==> src/rtl/count_register.sv <==
// Loadable down-counter for the ASIP loop/element count, with a synchronous active-high reset.
// Optional macro COUNT_REG_WRAP_EN: decrementing at zero wraps to all-ones instead of holding at zero.
module count_register #(
  parameter int unsigned WIDTH = 8
) (
  input  logic             CLK,
  input  logic             RESET,
  input  logic [WIDTH-1:0] Count_in,
  input  logic             Count_load,
  input  logic             Count_dec,
  output logic [WIDTH-1:0] Count_out,
  output logic             zero_flag
);

  logic [WIDTH-1:0] count_q;
  logic [WIDTH-1:0] count_d;
  logic             is_zero;

  assign is_zero = (count_q == '0);

  // Next count: load beats decrement, and decrement beats hold.
  always_comb begin
    count_d = count_q;
    if (Count_load) begin
      count_d = Count_in;
    end else if (Count_dec) begin
      if (!is_zero) begin
        count_d = count_q - WIDTH'(1);
      end else begin
`ifdef COUNT_REG_WRAP_EN
        count_d = '1;
`else
        count_d = count_q;
`endif
      end
    end
  end

  always_ff @(posedge CLK) begin
    if (RESET) begin
      count_q <= '0;
    end else begin
      count_q <= count_d;
    end
  end

  assign Count_out = count_q;
  // The flag is decoded from the count register, so it adds no extra cycle of delay.
  assign zero_flag = is_zero;

endmodule

==> config.mk <==
export PLATFORM = sky130hd
export DESIGN_NAME = count_register
export DESIGN_NICKNAME = d
export VERILOG_FILES = /design/src/rtl/count_register.sv
export SDC_FILE = /design/constraint.sdc
export NUM_CORES = 1
export LEC_CHECK = 0
export BUFFER_PORTS_ARGS = -buffer_cell sky130_fd_sc_hd__buf_2
export CAP_MARGIN = 15
export CELL_PAD_IN_SITES_DETAIL_PLACEMENT = 0
export CELL_PAD_IN_SITES_GLOBAL_PLACEMENT = 1
export CORE_MARGIN = 1.5
export CORE_UTILIZATION = 33
export CTS_BUF_LIST = sky130_fd_sc_hd__clkbuf_4 sky130_fd_sc_hd__clkbuf_8
export DETAILED_ROUTE_END_ITERATION = 8
export GPL_ROUTABILITY_DRIVEN = 1
export PLACE_DENSITY = 0.9
export REMOVE_ABC_BUFFERS = 1
export SLEW_MARGIN = 10
export SYNTH_ARGS = -nofsm -noshare
export SYNTH_HDL_FRONTEND = slang
export SYNTH_SLANG_ARGS = --single-unit
==> constraint.sdc <==
create_clock -name CLK -period 1.77 [get_ports CLK]
set_input_delay 0.354 -clock CLK [delete_from_list [all_inputs] [get_ports CLK]]
set_output_delay 0.354 -clock CLK [all_outputs]
set_load 0.005 [all_outputs]
# Word level (Yosys, flattened, before mapping)
# Cells that the tools add are included.
[totals]
ff_bits = 8
inputBits = 12
output_inout_bits = 9
[op_classes]
add_sub_neg = 1
n_eq_ne = 1
mux = 3
reduce_logical = 3
[ops]
columns = ["op", "n"]
rows = [
  ["$mux 8", 3],
  ["$logic_not 8->1", 1],
  ["$sub 8x1->8 const B", 1],
  ["$ne 2x2->1 const B", 1],
  ["$reduce_and 2->1", 1],
  ["$reduce_bool 2->1", 1],
]

# Depth between registers and ports, before layout
[depth]
ltp_word = 4
mapped_depth = 6
ltp_nobuf = 6

# Worst setup path after synthesis
# OpenSTA, ideal clock, no wires.
[synth_path]
path_type = "register to register"
from = "reg count_q[0], in the netlist Count_out[0]"
to = "reg count_q[2], in the netlist Count_out[2]"
arrival_time_ns = 1.532
t_required_ns = 1.679
slack_ns = 0.147
path_stages_with_launch = 7
path_buffers = 1
synth_period_minus_slack_ns = 1.623
path_cell_list = "dfxtp_1 > inv_1 > ha_1 > and3_1 > buf_6 > or3_1 > a311oi_1"
[synth_via]
word_cells_on_any_way = 7
[synth_lines]
columns = ["element", "line", "text"]
rows = [
  ["start, declared", "15", "logic [WIDTH-1:0] count_q;"],
  ["start signal, assigned", "43", "count_q <= count_d;"],
  ["$logic_not 8->1", "19", "assign is_zero = (count_q == '0);"],
  ["via zero_flag", "12", "output logic zero_flag"],
  ["$ne 2x2->1 (no source line)", "-", ""],
  ["$reduce_and 2->1 (no source line)", "-", ""],
]
# The timed path passes the listed nets, and every way through them passes these cells. The select of a mux whose other input is x is not followed.
# A chain may end at the register's enable or synchronous reset.

# Final worst setup path
[layout_path]
from = "reg count_q[3], in the netlist Count_out[3]"
to = "out zero_flag"
[layout_via]
elab_chain_len = 1
[layout_rtl]
columns = ["element", "line"]
rows = [
  ["$logic_not 8->1", "19"],
  ["end, declared", "12"],
]
# No other way between the ends.

==> impl_metrics.ini <==
[detailed_routing]
postRouteAntennaNets = 0
first_iter_violations = 20
drt_wl_total_mm = 1.21
drtPass1Iterations = 4
dr_total_vias = 555
wl_per_cell_um = 12.5
drcViolationCount = 0
vias_per_cell = 5.72

[global_route]
grt_start_max_net_pins = 11
grt_pass1_vias = 490
antenna_found_initial = 0
grt_pass1_wl_mm = 2.28
track_usage_pct = 17.3
grt_overflow = 0

[critical_path]
cp_max_fo = 6
required_ps = 1420
r2r_slack_ps = 160
ff2ff_path_depth = 5
start_kind = flop
worstReg2RegEnd = Count_out[2]$_SDFFE_PP0P_
r2r-start = Count_out[0]$_SDFFE_PP0P_
path_class = flop to primary output
setup.worst_path.end_class = primary output
cp_data_arrival_time_ps = 1350

[placed_design]
io_buffers = 20
dp_slack_ps = 123
gp_congestion = 0.768
dp_hpwl_um = 859

[run_status]
outcome = finished clean

[floorplan]
fp.dieH_um = 42.0
start_util_pct = 36.7
io_pins = 21
die_w_um = 42.0
core_mm2 = 0.00137
fp.dieArea_mm2 = 0.00176
num_rows = 13

[clock_tree]
cts_tree = yes
htreeDepth = 1
cts_buffers = 3
clk_path_buf_depth = 2
insertion_delay_ps = 260
cts_root_buf = clkbuf_4
cts_setup_buffers = 0
cts.sinks = 8
path_clk_slew_ps = 60
cts_hold_buf = 0

[hold_path]
hp-class = primary input to flop
hold_depth = 3
worstHoldEndpoint = Count_out[1]$_SDFFE_PP0P_
hp-start = Count_in[1]

[synth]
synth_cell_type_count = 32
yosysWarnings = 0
synth_area_um2 = 502
syn_inst = 61
ys_ff_latch = 8
syn_area_per_cell_um2 = 8.23
synth_seq_area_share_pct = 31.9

[timing]
hold_viol_final = 0
fmax_mhz = 587
min_period_ps = 1700
finalClockSkew_ps = 0.501
relSlewSlack_pct = 80.3
setup-tns-final_ps = 0
worst_slack_ps = 66.5
tightestPinTransition_ps = 292
rsz0062_at_grt = no
setup_viol = 0
slew_violations = 0
finalCritPeriodShare_pct = 96.2

[cells_and_area]
drive_gt1_share_pct = 31.7
final_common_cell = buf_2
final_nets = 97
largest_reg_flops = 8
antenna_cells = 0
nFillCells = 152
most-common-layout-cells = buf_2, dfxtp_1, nor2_1, inv_1, a21oi_1
syn_to_final_growth_pct = 27.9

[pwr]
leakage_nw = 0.287
peakVddDrop_mv = 0.435
power.density_mw_per_mm2 = 787

[job]
max-cap-violations = 0
-- timing repair --
item	4_1_cts	5_1_grt
pin swaps	0	1
gates cloned	0	0
resized for setup	2	0
endpoints found under the hold margin	0	0
endpoints found under the setup margin	1	1
-- layout make-up --
class | count | area, µm² | share of cell area [%]
clock buffers | 3 | 22.5 | 3.51
inverters | 6 | 22.5 | 3.51
multi-input cells | 45 | 318 | 49.5
flip-flops and latches | 8 | 160 | 25.0
well taps | 15 | 18.8 | 2.92
repair buffers | 20 | 100 | 15.6
-- power breakdown --
| part | total (mW) | leakage (nW) | switching [mW] | internal [mW] |
|---|---|---|---|---|
| logic | 0.135 | 0.206 | 0.0642 | 0.0710 |
| registers | 0.225 | 0.0666 | 0.0285 | 0.196 |
| clock network | 0.146 | 0.0138 | 0.0676 | 0.0780 |
| total | 0.505 | 0.287 | 0.160 | 0.345 |
-- worst max path at each step --
stage	depth (start not counted)	start	slack, ps	end
6_report	3	Count_out[3]$_SDFFE_PP0P_	70	zero_flag
5_1_grt	3	Count_out[6]$_SDFFE_PP0P_	6	zero_flag
4_1_cts	3	Count_out[2]$_SDFFE_PP0P_	40	zero_flag
3_5_place_dp	5	Count_out[0]$_SDFFE_PP0P_	120	Count_out[2]$_SDFFE_PP0P_
3_3_place_gp	5	Count_out[0]$_SDFFE_PP0P_	170	Count_out[2]$_SDFFE_PP0P_
2_1_floorplan	5	Count_out[0]$_SDFFE_PP0P_	210	Count_out[2]$_SDFFE_PP0P_
-- cell usage after synthesis (all sizes together) --
master,instances,area share (%)
nand2,3,2.2
nor4b,2,3.5
ha,1,2.5
inv,5,3.7
o221ai,1,1.7
and3,1,1.2
a211oi,3,4.5
mux2i,2,4.0
a21oi,4,4.0
o31a,1,1.7
xnor2,2,3.5
clkinv,1,0.75
o21ai,2,2.0
or3,2,2.5
a31oi,1,1.2
or2,1,1.2
o41a,1,2.2
nand3,1,1.0
nor3,2,2.0
nand4bb,1,2.2
o21a,1,1.5
a311o,1,2.0
buf,2,3.0
a311oi,1,1.7
dfxtp,8,32
nor2,8,6.5
a221oi,1,1.7
nor2b,1,1.2
nor4,1,2.5
-- logic make-up (layout without fill, tap and decap cells) --
group | Yosys count | count (layout) | share of synthesized area [%]
simple gates | 23 | 23 | 26.2
compound gates | 17 | 17 | 24.4
flops | 8 | 8 | 31.9
buf+inv | 8 | 29 | 7.48
xor+xnor | 2 | 2 | 3.49
mux | 2 | 2 | 3.99
fa+ha+maj | 1 | 1 | 2.49
-- worst max-delay path, cell delays in order, from the launching register on --
cell and delay, ps:
dfxtp_1 390, nor4_4 340, and3_4 260, buf_2 110
-- metrics by stage --
stage | utilization (%) | cell area (µm²) | power, mW | instances | hold WS, ps
2_1_floorplan | - | 487 | 0.304 | 59 | 423
3_3_place_gp | 44.3 | 606 | 0.355 | 94 | 597
3_5_place_dp | 44.3 | 606 | 0.355 | 94 | 606
4_1_cts | 47.0 | 642 | 0.510 | 97 | 341
5_1_grt | 47.0 | 642 | 0.545 | 97 | 359
6_report | 47.0 | 642 | 0.505 | 97 | 342
-- layer usage --
metal | wire length (µm) | vias up | GRT usage, %
met5 | 0 | - | 0
met4 | 46 | 0 | 13.5
met3 | 96 | 4 | 4.31
met2 | 514 | 30 | 23.4
met1 | 553 | 251 | 23.0
li1 | - | 270 | -
No activity file was read; power rests on OpenSTA's default activity.
